<file path="src/rtl/arb4_rr_pkg.sv">
// arb4_rr_pkg: shared state encoding, hold-limit default and one-hot helper for the 4-way arbiter
package arb4_rr_pkg;
    typedef enum logic {IDLE = 1'b0, GRANT = 1'b1} state_e;
    localparam int MAX_HOLD_DEFAULT = 16;
    localparam logic [7:0] HCNT_SAT = 8'hFF;
    function automatic logic [3:0] onehot4(input logic [1:0] idx);
        return 4'b0001 << idx;
    endfunction
endpackage

</file>
<file path="src/rtl/rr_pick4.sv">
// rr_pick4: rotate-and-pick, returns the first requester at or after ptr (mod 4)
module rr_pick4 (
    input  logic [3:0] req,
    input  logic [1:0] ptr,
    output logic       any,
    output logic [1:0] idx
);
    logic [3:0] rot;
    logic [1:0] off;
    always_comb begin
        rot = 4'({req, req} >> ptr);
        off = rot[0] ? 2'd0 : rot[1] ? 2'd1 : rot[2] ? 2'd2 : 2'd3;
        idx = ptr + off;
        any = |req;
    end
endmodule

</file>
<file path="src/rtl/arb4_rr.sv">
// arb4_rr: 4-requester round-robin arbiter with hold limit, timeout pulse and back-to-back re-grant
module arb4_rr
    import arb4_rr_pkg::*;
#(
    parameter int MAX_HOLD = MAX_HOLD_DEFAULT
) (
    input  logic       clk,
    input  logic       reset,
    input  logic [3:0] req,
    input  logic       done,
    output logic [3:0] gnt,
    output logic [1:0] sel,
    output logic       busy,
    output logic       timeout
);
    state_e     state_q, state_d;
    logic [1:0] ptr_q, ptr_d, sel_q, sel_d, arb_ptr, win;
    logic [7:0] hcnt_q, hcnt_d;
    logic [3:0] gnt_q, gnt_d;
    logic       busy_q, busy_d, to_q, to_d, any, at_limit, release_c;
    // while granted, arbitrate as if ptr had already moved past the holder
    assign arb_ptr = (state_q == GRANT) ? sel_q + 2'd1 : ptr_q;
    rr_pick4 u_pick (.req(req), .ptr(arb_ptr), .any(any), .idx(win));
    always_comb begin
        at_limit  = hcnt_q == 8'(MAX_HOLD - 1);
        release_c = (state_q == GRANT) && (done || !req[sel_q] || at_limit);
        state_d   = state_q;
        ptr_d     = ptr_q;
        sel_d     = sel_q;
        hcnt_d    = hcnt_q;
        gnt_d     = gnt_q;
        busy_d    = busy_q;
        to_d      = 1'b0;
        if (state_q == IDLE || release_c) begin
            ptr_d   = release_c ? sel_q + 2'd1 : ptr_q;
            to_d    = release_c && !done && req[sel_q] && at_limit;
            state_d = any ? GRANT : IDLE;
            sel_d   = any ? win : sel_q;
            gnt_d   = any ? onehot4(win) : 4'b0000;
            busy_d  = any;
            hcnt_d  = 8'd0;
        end else begin
            hcnt_d = (hcnt_q == HCNT_SAT) ? hcnt_q : hcnt_q + 8'd1;
        end
    end
    always_ff @(posedge clk) begin
        if (reset) begin
            state_q <= IDLE;
            ptr_q   <= 2'd0;
            sel_q   <= 2'd0;
            hcnt_q  <= 8'd0;
            gnt_q   <= 4'b0000;
            busy_q  <= 1'b0;
            to_q    <= 1'b0;
        end else begin
            state_q <= state_d;
            ptr_q   <= ptr_d;
            sel_q   <= sel_d;
            hcnt_q  <= hcnt_d;
            gnt_q   <= gnt_d;
            busy_q  <= busy_d;
            to_q    <= to_d;
        end
    end
    assign gnt     = gnt_q;
    assign sel     = sel_q;
    assign busy    = busy_q;
    assign timeout = to_q;
endmodule

</file>
<file path="config.mk">
export PLATFORM = sky130hd
export DESIGN_NAME = arb4_rr
export DESIGN_NICKNAME = d
export VERILOG_FILES = /design/src/rtl/arb4_rr_pkg.sv /design/src/rtl/rr_pick4.sv /design/src/rtl/arb4_rr.sv
export SDC_FILE = /design/constraint.sdc
export NUM_CORES = 1
export LEC_CHECK = 0
export BUFFER_PORTS_ARGS = -buffer_cell sky130_fd_sc_hd__buf_2
export CORE_UTILIZATION = 60
export CTS_CLUSTER_DIAMETER = 50
export DETAILED_ROUTE_END_ITERATION = 10
export PLACE_DENSITY = 0.9
export SLEW_MARGIN = 0
export SYNTH_ARGS = -nofsm -noshare
export SYNTH_HDL_FRONTEND = slang
export SYNTH_SLANG_ARGS = --single-unit
</file>
<file path="constraint.sdc">
create_clock -name clk -period 3.1 [get_ports clk]
set_input_delay 0.155 -clock clk [delete_from_list [all_inputs] [get_ports clk]]
set_output_delay 0.155 -clock clk [all_outputs]
set_load 0.02 [all_outputs]
</file>
==> results.yml <==
clock_network:
  clk_latency_ns: 0.30
  clkSinkCount: 18
  ctsLongestPathBuffers: 2
  hold_buffers: 0
  cts.repair.resized: 0
  root_buffer: "clkbuf_4"
  cts_max_level: 1
  numCtsBuffers: 3
  cts_tree: "built"
  clkTransAtPathRegs_ns: 0.11
  post-cts-setup-buffers: 0
global_route:
  grt_pass1_vias: 763
  track_usage_pct: 22.8
  gr-total-overflow: 0
  grt_start_max_net_pins: 13
  grt_pass1_wl_mm: 3.37
  antenna_found_initial: 0
placement:
  dp.cells: 154
  gp_congestion: 0.869
  portBuffers: 14
  placed_area_um2: 1170
  dp_hpwl_mm: 1.54
hold_path:
  holdPathEnd: "ptr_q[1]$_SDFFE_PP0P_"
  hp-class: "primary input to flip-flop"
  worstHoldStart: "reset"
  hold_depth: 2
cells_and_area:
  n_antenna_cell: 0
  drive_gt1_share_pct: 23.3
  layout.cells.non_filler: 158
  nets: 143
  area_delta_synth_final_pct: 9.81
  final_cell_area_um2: 1200
  fillers: 138
synthesis:
  syn_inst: 121
  syn_avg_cell_area_um2: 9.07
  ys_async_sr_fraction_pct: 0
  syn_nets: 130
  synthTopCellsByArea: "dfxtp_1, mux2i_1, mux2i_4"
  yosys_register_bits: 18
  synth_cell_types: 44
  ys_dominant_reg_cell: "dfxtp_1"
  synth_top_area_share_pct: 32.8
  synth_edf_count: 0
  yosys_warnings: 0
  seq_area_frac_synth_pct: 32.8
  yosysTopAreaCell: "dfxtp_1"
  yosysMostFrequentCell: "dfxtp_1"
  ys_top_cells_by_count: "dfxtp_1, nor2_1, nand2_1"
  synth_area_um2: 1100
sta:
  fin_crit_sh_pct: 75.2
  tns_ns: 0
  skew_ns: 0.0100
  setup_viol: 0
  max-slew-margin-rel_pct: 57.7
  rsz0062_at_grt: "false"
  max_freq_mhz: 429
  final_max_slew_viol_count: 0
  fin_crit_ns: 2.33
  fin_hold_ws_ns: 0.153
  tightest_slew_ns: 0.630
  hold_violations: 0
floorplan:
  core-area_um2: 1730
  die_h_um: 44.8
  fp.dieArea_um2: 2000
  rows: 15
  die_x_um: 44.8
  pin_count: 15
  initial_core_util_pct: 63.6
worst_setup_path:
  worstReg2RegStart: "state_q$_SDFFE_PP0N_"
  crit_type: "flip-flop to flip-flop"
  worst_r2r_endpoint: "gnt[0]$_SDFFE_PP0N_"
  arrival_ns: 2.52
  critPathMaxFanout: 12
  r2r_slack_ns: 0.77
  reg2reg_depth: 8
  slowest_delay_ns: 0.67
  cp-start-kind: "flip-flop"
  cp.required_ns: 3.29
  path_cells: "mux2i_4, nand2_1, a21oi_1, nor2_1, o21ai_0, ha_1, xnor2_2, o41ai_2"
  slowest_stage: "dfxtp_1"
  crit_path_end_kind: "flip-flop"
detailed_routing:
  viasPerCell: 5.87
  vias: 928
  drt_iter0_drc: 28
  drc: 0
  drt-total-wl_mm: 2.14
  firstDrtPassIters: 4
  avgRoutedWirePerCell_um: 13.5
  ant_nets: 0
run_status:
  status: "finished, final reports clean"
pwr:
  p_leak_nw: 0.495
  powerDensity_nw_per_um2: 532
  p_total_uw: 641
  ir_drop_uv: 366
run:
  maxCapViolations: 0
-- through the flow --
step	util, %	setup WS [ns]
final	69.8	0.769
after global routing	69.8	0.560
after CTS	69.8	0.746
after detailed placement	67.7	0.788
after global placement	67.7	0.949
after floorplan	-	0.976
-- layout by cell type (no fill, tap or decap), types with 3 or more instances in the layout --
cell type  synthesis  final
buf_2              3     14
clkbuf_4           0      3
dfxtp_1           18     18
inv_1              4      4
mux2i_1            7      7
mux2i_4            3      3
nand2_1           11     11
nand3_1            5      5
nor2_1            17     17
nor3_1             4      4
o21ai_0            5      5
-- area by class of cell --
type,count,area (µm²),area share [%]
flip-flops and latches,18,360,29.9
clock buffers,4,36.3,3.01
inverters,4,15.0,1.25
repair buffers,14,70.1,5.82
multi-input cells,93,692,57.4
well taps,25,31.3,2.60
-- power by group --
| part | internal, mW | switching (mW) | total, mW | leakage (nW) |
|---|---|---|---|---|
| Combinational | 0.101 | 0.113 | 0.214 | 0.328 |
| Clock | 0.0716 | 0.0725 | 0.144 | 0.0210 |
| Sequential | 0.253 | 0.0294 | 0.282 | 0.147 |
| Total | 0.426 | 0.215 | 0.641 | 0.495 |
-- worst max-delay path, delay by kind of cell (launching register included) --
| kind | cells | cell delay (ns) |
|---|---|---|
| AO/OA/AOI/OAI | 3 | 0.65 |
| XOR/XNOR | 1 | 0.13 |
| adder cells (fa/ha/maj) | 1 | 0.22 |
| flip-flops | 1 | 0.67 |
| multiplexers | 1 | 0.42 |
| AND/OR/NAND/NOR | 2 | 0.16 |
-- flip-flops by register name (all words and copies together) (netlist names) --
register  cells
hcnt_q        8
state_q       1
gnt           4
ptr_q         2
timeout       1
sel           2
-- metal layers --
layer | GRT usage, % | routed length (µm) | vias up
met5 | 0 | 0 | -
met1 | 31.4 | 1060 | 438
met2 | 35.0 | 1000 | 22
met4 | 7.27 | 11 | 0
met3 | 6.00 | 68 | 2
li1 | - | - | 466
-- worst max path at each step --
| stage | from | to | slack [ns] | depth (start not counted) |
|---|---|---|---|---|
| 2_1_floorplan | state_q$_SDFFE_PP0N_ | gnt[0]$_SDFFE_PP0N_ | 0.98 | 9 |
| 3_3_place_gp | state_q$_SDFFE_PP0N_ | gnt[0]$_SDFFE_PP0N_ | 0.95 | 8 |
| 3_5_place_dp | state_q$_SDFFE_PP0N_ | gnt[0]$_SDFFE_PP0N_ | 0.79 | 8 |
| 4_1_cts | state_q$_SDFFE_PP0N_ | gnt[0]$_SDFFE_PP0N_ | 0.75 | 8 |
| 5_1_grt | state_q$_SDFFE_PP0N_ | gnt[0]$_SDFFE_PP0N_ | 0.56 | 8 |
| 6_report | state_q$_SDFFE_PP0N_ | gnt[0]$_SDFFE_PP0N_ | 0.77 | 8 |
-- kinds of logic after synthesis --
family	Yosys count	share of synthesized area [%]
AO/OA/AOI/OAI	21	15.4
adder cells (fa/ha/maj)	3	3.19
XOR/XNOR	4	3.88
flip-flops	18	32.8
buffers and inverters	10	4.10
AND/OR/NAND/NOR	53	24.6
multiplexers	12	16.0
Power figures use the tool's default switching activity.
